==> config.mk <==
export PLATFORM = sky130hd
export DESIGN_NAME = control_unit
export DESIGN_NICKNAME = d
export VERILOG_FILES = /design/src/rtl/control_unit.sv
export SDC_FILE = /design/constraint.sdc
export NUM_CORES = 1
export LEC_CHECK = 0
export BUFFER_PORTS_ARGS = -buffer_cell sky130_fd_sc_hd__buf_2
export CORE_MARGIN = 4
export CORE_UTILIZATION = 47
export CTS_CLUSTER_DIAMETER = 60
export DETAILED_ROUTE_END_ITERATION = 6
export PLACE_DENSITY = 0.91
export SETUP_SLACK_MARGIN = 0.2
export SLEW_MARGIN = 5
export SYNTH_ARGS = -nofsm -noshare
export SYNTH_HDL_FRONTEND = slang
export SYNTH_SLANG_ARGS = --single-unit
==> constraint.sdc <==
create_clock -name clk -period 5.45 [get_ports clk]
set_input_delay 1.635 -clock clk [delete_from_list [all_inputs] [get_ports clk]]
set_output_delay 1.635 -clock clk [all_outputs]
set_load 0.02 [all_outputs]
==> src/rtl/control_unit.sv <==
// Multicycle control FSM: walks fetch/decode/execute/writeback and drives the datapath
// control lines as a pure function of the current state and the held instruction.
module control_unit (
  input  logic        clk,
  input  logic        reset,
  input  logic [31:0] instruction_in,
  input  logic        alu_zero,
  input  logic        alu_equal,
  input  logic        alu_greater,
  input  logic        alu_less,
  output logic        PCWrite,
  output logic        PCWriteCond,
  output logic        PCWriteState,
  output logic        PCSource,
  output logic [1:0]  ALUSrcA,
  output logic [1:0]  ALUSrcB,
  output logic [3:0]  ALUOp,
  output logic        LoadAOut,
  output logic        RegWrite,
  output logic        LoadRegA,
  output logic        LoadRegB,
  output logic [1:0]  MemToReg,
  output logic        DMemOp,
  output logic        LoadMDR,
  output logic [1:0]  LoadSplice,
  output logic [1:0]  StoreSplice,
  output logic        IMemRead,
  output logic        IRWrite,
  output logic        EPCWrite,
  output logic        CauseWrite,
  output logic        IntCause,
  output logic        halted
);

  localparam logic [3:0] OpAdd = 4'b0001;
  localparam logic [3:0] OpSub = 4'b0010;
  localparam logic [3:0] OpAnd = 4'b0011;
  localparam logic [3:0] OpOr  = 4'b0100;
  localparam logic [3:0] OpXor = 4'b0101;

  typedef enum logic [4:0] {
    StFetch, StIrLoad, StDecode, StExecR, StExecI, StExecLui, StWbAlu, StMemAddr,
    StMemRead, StMemWait, StWbMem, StMemWrite, StBranch, StJalLink, StJalWb, StPcInc,
    StExc, StHalt
  } state_e;

  state_e state_q, state_d;

  logic [6:0] opcode;
  logic [2:0] funct3;
  logic [6:0] funct7;
  assign opcode = instruction_in[6:0];
  assign funct3 = instruction_in[14:12];
  assign funct7 = instruction_in[31:25];

  // Register/immediate fields belong to the datapath; alu_zero has no consumer here.
  logic unused_inputs;
  assign unused_inputs = ^{alu_zero, instruction_in[24:15], instruction_in[11:7]};

  logic [3:0] r_op;
  logic       r_ok;
  always_comb begin
    r_op = OpAdd;
    r_ok = 1'b1;
    case (funct3)
      3'b000: begin
        if (funct7 == 7'b0000000)      r_op = OpAdd;
        else if (funct7 == 7'b0100000) r_op = OpSub;
        else                           r_ok = 1'b0;
      end
      3'b111:  r_op = OpAnd;
      3'b110:  r_op = OpOr;
      3'b100:  r_op = OpXor;
      default: r_ok = 1'b0;
    endcase
  end

  logic taken, br_ok;
  always_comb begin
    taken = 1'b0;
    br_ok = 1'b1;
    case (funct3)
      3'b000:  taken = alu_equal;
      3'b001:  taken = ~alu_equal;
      3'b100:  taken = alu_less;
      3'b101:  taken = alu_greater | alu_equal;
      default: br_ok = 1'b0;
    endcase
  end

  // Access size: double/word/half/byte map to 00/01/10/11; funct3[2] set is illegal.
  logic [1:0] splice;
  logic       size_ok;
  assign splice  = 2'd3 - funct3[1:0];
  assign size_ok = ~funct3[2];

  logic pc_write, pc_write_cond, reg_write, dmem_op, ir_write, epc_write, cause_write;

  always_comb begin
    state_d       = state_q;
    pc_write      = 1'b0;
    pc_write_cond = 1'b0;
    reg_write     = 1'b0;
    dmem_op       = 1'b0;
    ir_write      = 1'b0;
    epc_write     = 1'b0;
    cause_write   = 1'b0;
    PCSource      = 1'b0;
    ALUSrcA       = 2'b00;
    ALUSrcB       = 2'b00;
    ALUOp         = 4'b0000;
    LoadAOut      = 1'b0;
    LoadRegA      = 1'b0;
    LoadRegB      = 1'b0;
    MemToReg      = 2'b00;
    LoadMDR       = 1'b0;
    LoadSplice    = 2'b00;
    StoreSplice   = 2'b00;
    IMemRead      = 1'b0;
    IntCause      = 1'b0;
    halted        = 1'b0;
    case (state_q)
      StFetch: begin
        IMemRead = 1'b1;
        state_d  = StIrLoad;
      end
      StIrLoad: begin
        ir_write = 1'b1;
        state_d  = StDecode;
      end
      StDecode: begin
        // Branch target PC+imm is parked in ALUOut while the opcode is dispatched.
        LoadRegA = 1'b1;
        LoadRegB = 1'b1;
        LoadAOut = 1'b1;
        ALUSrcB  = 2'b10;
        ALUOp    = OpAdd;
        case (opcode)
          7'b0110011:             state_d = StExecR;
          7'b0010011:             state_d = StExecI;
          7'b0110111:             state_d = StExecLui;
          7'b0000011, 7'b0100011: state_d = size_ok ? StMemAddr : StExc;
          7'b1100011:             state_d = StBranch;
          7'b1101111:             state_d = StJalLink;
          7'b1110011:             state_d = StHalt;
          default:                state_d = StExc;
        endcase
      end
      StExecR: begin
        if (r_ok) begin
          ALUSrcA  = 2'b01;
          ALUOp    = r_op;
          LoadAOut = 1'b1;
        end
        state_d = r_ok ? StWbAlu : StExc;
      end
      StExecI: begin
        if (funct3 == 3'b000) begin
          ALUSrcA  = 2'b01;
          ALUSrcB  = 2'b10;
          ALUOp    = OpAdd;
          LoadAOut = 1'b1;
        end
        state_d = (funct3 == 3'b000) ? StWbAlu : StExc;
      end
      StExecLui: begin
        ALUSrcA  = 2'b10;
        ALUSrcB  = 2'b10;
        ALUOp    = OpAdd;
        LoadAOut = 1'b1;
        state_d  = StWbAlu;
      end
      StWbAlu: begin
        reg_write = 1'b1;
        state_d   = StPcInc;
      end
      StMemAddr: begin
        ALUSrcA  = 2'b01;
        ALUSrcB  = 2'b10;
        ALUOp    = OpAdd;
        LoadAOut = 1'b1;
        state_d  = (opcode == 7'b0100011) ? StMemWrite : StMemRead;
      end
      StMemRead: state_d = StMemWait;
      StMemWait: begin
        LoadMDR = 1'b1;
        state_d = StWbMem;
      end
      StWbMem: begin
        reg_write  = 1'b1;
        MemToReg   = 2'b01;
        LoadSplice = splice;
        state_d    = StPcInc;
      end
      StMemWrite: begin
        dmem_op     = 1'b1;
        StoreSplice = splice;
        state_d     = StPcInc;
      end
      StBranch: begin
        ALUSrcA       = 2'b01;
        ALUOp         = OpSub;
        pc_write_cond = 1'b1;
        PCSource      = 1'b1;
        if (!br_ok)     state_d = StExc;
        else if (taken) state_d = StFetch;
        else            state_d = StPcInc;
      end
      StJalLink, StPcInc: begin
        ALUSrcB  = 2'b01;
        ALUOp    = OpAdd;
        pc_write = 1'b1;
        state_d  = (state_q == StJalLink) ? StJalWb : StFetch;
      end
      StJalWb: begin
        reg_write = 1'b1;
        MemToReg  = 2'b10;
        PCSource  = 1'b1;
        pc_write  = 1'b1;
        state_d   = StFetch;
      end
      StExc: begin
        epc_write   = 1'b1;
        cause_write = 1'b1;
        state_d     = StHalt;
      end
      StHalt:  halted  = 1'b1;
      default: state_d = StFetch;
    endcase
  end

  // Architectural side effects are suppressed for the whole cycle reset is high.
  assign PCWrite      = pc_write & ~reset;
  assign PCWriteCond  = pc_write_cond & ~reset;
  assign PCWriteState = (pc_write | (pc_write_cond & taken)) & ~reset;
  assign RegWrite     = reg_write & ~reset;
  assign DMemOp       = dmem_op & ~reset;
  assign IRWrite      = ir_write & ~reset;
  assign EPCWrite     = epc_write & ~reset;
  assign CauseWrite   = cause_write & ~reset;

  always_ff @(posedge clk) begin
    if (reset) state_q <= StFetch;
    else       state_q <= state_d;
  end

endmodule

# [Yosys cells after proc, flatten, opt, wreduce, memory -nomap -nowiden]
# Index checks and enable logic that the tools add are counted.
[totals] reg_bits=5 output_inout_bits=30 word_cells=101
[classes] bitwise_logic=12 mux=42 n_eq_ne=31 addsub=1 reduce_logical=14
[ops] operator="$pmux W5 S14" count=1
[ops] operator="$eq A5 B4 Y1 const B" count=8
[ops] operator="$pmux W5 S7" count=1
[ops] operator="$eq A7 B6 Y1 const B" count=4
[ops] operator="$eq A7 B7 Y1 const B" count=3
[ops] operator="$eq A5 B3 Y1 const B" count=4
[ops] operator="$mux W5" count=4
[ops] operator="$mux W1" count=19
[ops] operator="$pmux W4 S4" count=1
[ops] operator="$reduce_or A3 Y1" count=5
[ops] operator="$eq A3 B3 Y1 const B" count=4
[ops] operator="$mux W2" count=6
[ops] operator="$mux W4" count=3
[ops] operator="$pmux W3 S4" count=1
[ops] operator="$eq A5 B2 Y1 const B" count=2
[ops] operator="$eq A5 B5 Y1 const B" count=2
[ops] operator="$and A1 B1 Y1" count=8
[ops] operator="$pmux W2 S4" count=1
[ops] operator="$reduce_or A2 Y1" count=4
[ops] operator="$eq A7 B2 Y1 const B" count=1
[ops] operator="$eq A7 B5 Y1 const B" count=1
[ops] operator="$logic_not A7 Y1" count=1
[ops] operator="$pmux W2 S3" count=1
[ops] operator="$eq A5 B1 Y1 const B" count=1
[ops] operator="12 further kinds" count=14

# [Longest topological paths before layout]
[logic_depth] ltp_word=6 ltp_mapped=7 depth_no_buf=5

# [Worst setup path after synthesis]
# OpenSTA, ideal clock, no wires.
[synth_path] path_type="input-to-output" startpoint="in reset" endpoint="out EPCWrite" arrival_ns=2.961 stages=3 path_buffers=2 t_required_ns=3.815 slack_ns=0.854 cell_sequence="clkbuf_1 -> nor4b_1 -> buf_4"
[synth_via] elab_chain_cells=2
[synth_lines] item="from (decl)" line="5" source="input logic reset,"
[synth_lines] item="$not A1 Y1"
[synth_lines] item="$and A1 B1 Y1"
[synth_lines] item="to (decl)" line="29" source="output logic EPCWrite,"
# No other way between the ends.

# [Worst setup path after layout]
[layout_path] startpoint="in instruction_in[25]" endpoint="out ALUOp[1]"
[layout_via] elab_chain_cells=6 elab_cells_between_ends=10
[layout_lines] item="from (decl)" line="6" source="input logic [31:0] instruction_in,"
[layout_lines] item="$eq A7 B6 Y1" line="68" source="else if (funct7 == 7'b0100000) r_op = OpSub;"
[layout_lines] item="$mux W2 or $mux W1 (tied branches)" line="68"
[layout_lines] item="$mux W2 or $mux W1 (tied branches)" line="67" source="if (funct7 == 7'b0000000) r_op = OpAdd;"
[layout_lines] item="$pmux W3 S4 or $pmux W1 S2 (tied branches)" line="65" source="case (funct3)"
[layout_lines] item="$mux W4 *" line="150" source="if (r_ok) begin"
[layout_lines] item="$pmux W4 S4 *" line="122" source="case (state_q)"
[layout_lines] item="to (decl)" line="17" source="output logic [3:0] ALUOp,"
# Every way passes the cells marked *; elsewhere a longest branch is shown, timed or not.

==> impl_results.md <==
- Hold_buf cts: 0
- Seq pwr share: 27.7%
- Total number of vias: 1399
- CTS tree: built
- Antenna cells: 0
- Pwr dens: 167.1 mW/mm^2
- DRC viols: 0
- Drt wl/cell: between 10 and 15 um
- Fin nets: 245
- Maxcap violations: 0
- I/O Buffers: 49
- Psw: 0.1032 mW
- Antenna violations before repair: 0
- Clock buffer depth: 2
- Setup WS pre-CTS: about 920 ps
- Worst hold path class: flop to flop
- Grt total ovfl: 0
- Clock share of power: 19.1%
- Antenna viol nets, final: 0
- Ys flop type: dfxtp_1
- Cell variety after synth: 53
- Clk_skew: 1.777 ps
- Worst r2r dst: state_q[0]
- Critical Path RT: 3820 ps
- Synthesized cell area: roughly 0.0011 mm^2
- Worst slew margin relative to its limit: 59.29%
- Fillcell total: around 240
- Biggest regs: state_q: 5 flops
- Final Hold Vio Count: 0
- Share of layout cells above drive strength 1: 31.55%
- Largest net degree at the start of global routing: 22
- Routed Wire Length: 3154 um
- Total global routing track utilization: roughly a fifth
- Setup Fix Bufs, Post-CTS: 0
- Die W: 56.65 um
- Period utilization: 83.19%
- 1st-pass router iterations: 4
- Sw Ratio: 48.15%
- LEAKAGE: between 0.5 and 0.6 nW
- Starting DRT DRC Count: 63
- Core Region: 0.002233 mm^2
- Final WS setup: 916.0 ps
- R2R setup slack: between 3000 and 4000 ps
- Resized cells post-CTS: 0
- Post-Syn Area per Cell: 6.543 um^2
- TNS Setup: 0 ps
- Area Overhead vs Synth: 15.30%
- H-tree depth: 1
- Crit start category: input port
- Yosys reg bits: 5
- VDD IR max: around 130 uV
- CP Max Fanout: 2
- Gp weighted congestion: 0.8925
- Comb power frac: between 50% and 60%
- Die Area: between 0.003 and 0.004 mm^2
- CTS root buffer: clkbuf_4
- Vias in the first global route: ~1.1k
- Origin of the critical flop-to-flop path: state_q[1]
- Number of synthesized flops with an enable pin: 0
- Worst path arrival time: about 2900 ps
- Syn. warnings: 0
- Global-route wire length before repair: about 5000 um
- Initial Util: 49.80%
- Worst-Skew Late Latency: between 200 and 250 ps
- Sequential area share after synthesis: 8.999%
- Reg clk slew, reported paths: around 40 ps
- Fmax: approximately 220 MHz
- I/O pins: 68
- Max FFs per register: 5
- Slew Limit Fails: 0
- Detail Placement HPWL: 2495 um
- Final core utilization: 57.42%
- Worst-Margin Slew: 609.8 ps
- Int Power: 0.1111 mW
- Hold Path End: state_q[3]
- Most flop-heavy register: state_q
- WHS Path Cells: 1
- Post-synth ARST share: 0%
- Final setup fails: 0
- Placed standard-cell area: 0.001256 mm^2
- Die Ht: 56.65 um
- Cts bufs inserted: 3
- Kind of critical path: input port to output port
- Status: complete, no violations
- R2R cell count: 5
- Cells after Synth: 170
- Non-Filler Cell Area, Final: around 0.0013 mm^2
- Post-layout min period: 4534 ps
- Site Rows: 17
- Hold_sp: state_q[4]
- Endpoint class of the critical path: output port
- Tot Pwr: between 0.2 and 0.25 mW
- Vias per cell: 5.979
- Clock sinks: 5
- RSZ-0062 raised after global routing: no
==> worst max-delay path, cell delays in order <==
cell and delay, ps:
buf_2 90, nor4_1 420, nand3_1 150, nor3b_1 230, a31oi_1 60, o21ai_0 130
buf_2 180
==> worst max-delay path by stage <==
stage	startpoint	to	slack, ps	cells after the start
detailed placement	instruction_in[25]	ALUOp[1]	920	7
global placement	instruction_in[14]	LoadAOut	1010	6
CTS	instruction_in[25]	ALUOp[1]	910	7
floorplan	reset	EPCWrite	850	3
finish	instruction_in[25]	ALUOp[1]	920	7
global route	instruction_in[25]	ALUOp[1]	750	7
==> final cells by class <==
class	instances	area, um^2	area share [%]
clock buffers	4	26.28	2.049
well taps	28	35.03	2.732
inverters	8	35.03	2.732
flip-flops and latches	5	100.1	7.805
repair buffers	49	245.2	19.12
multi-input cells	140	840.8	65.56
==> cells in the mapped netlist (4+ instances only) <==
cell type / count / area [um^2]
clkbuf_1: 4 / 15.01
nor3b_1: 4 / 30.03
nor3_1: 8 / 40.04
nand3_1: 8 / 40.04
a31oi_1: 5 / 31.28
nand2b_1: 4 / 25.02
dfxtp_1: 5 / 100.1
nand2_1: 14 / 52.55
o21ai_0: 9 / 45.04
inv_1: 6 / 22.52
nor2_1: 23 / 86.33
a21oi_1: 9 / 45.04
buf_6: 4 / 45.04
buf_4: 5 / 37.54
==> layout by cell type, fill, tap and decap left out, types with 5 or more instances in the layout <==
master,count
a31oi_1,5
nor3_1,8
inv_1,6
nor2_1,23
dfxtp_1,5
buf_2,49
nand3_1,8
a21oi_1,9
o21ai_0,9
nand2_1,14
==> logic make-up after synthesis <==
family                    synth area share, %
AOI/OAI and AO/OA                       29.70
xor gates and xnor gates                1.575
buffers and inverters                   15.75
DFF                                     8.999
other                                  0.3371
and+or+nand+nor                         43.65
==> per-layer routing <==
metal,up-vias,part of all wire [%],wire length (um),global-route usage (%)
met5,-,0,0,0
met4,0,1.2,39,3.729
met3,8,9.5,300,4.598
met2,84,48,1514,30.53
met1,616,41,1300,25.00
li1,691,-,-,-
==> power groups by stage <==
| stage | logic (mW) | registers (mW) | clock network, mW |
|---|---|---|---|
| after floorplan | 0.100 | 0.0466 | 0 |
| after global placement | 0.110 | 0.0598 | 0 |
| after detailed placement | 0.113 | 0.0596 | 0 |
| after CTS | 0.113 | 0.0589 | 0.0432 |
| after global routing | 0.125 | 0.0619 | 0.0473 |
| final | 0.114 | 0.0593 | 0.0410 |
==> per-stage QoR <==
step | hold WS [ps] | cells
6_report | 768.8 | 234
5_1_grt | 843.4 | 234
4_1_cts | 763.6 | 234
3_5_place_dp | 753.8 | 230
3_3_place_gp | 744.2 | 230
2_1_floorplan | 629.7 | 171
Note: power is estimated with default switching activity, not from simulation.
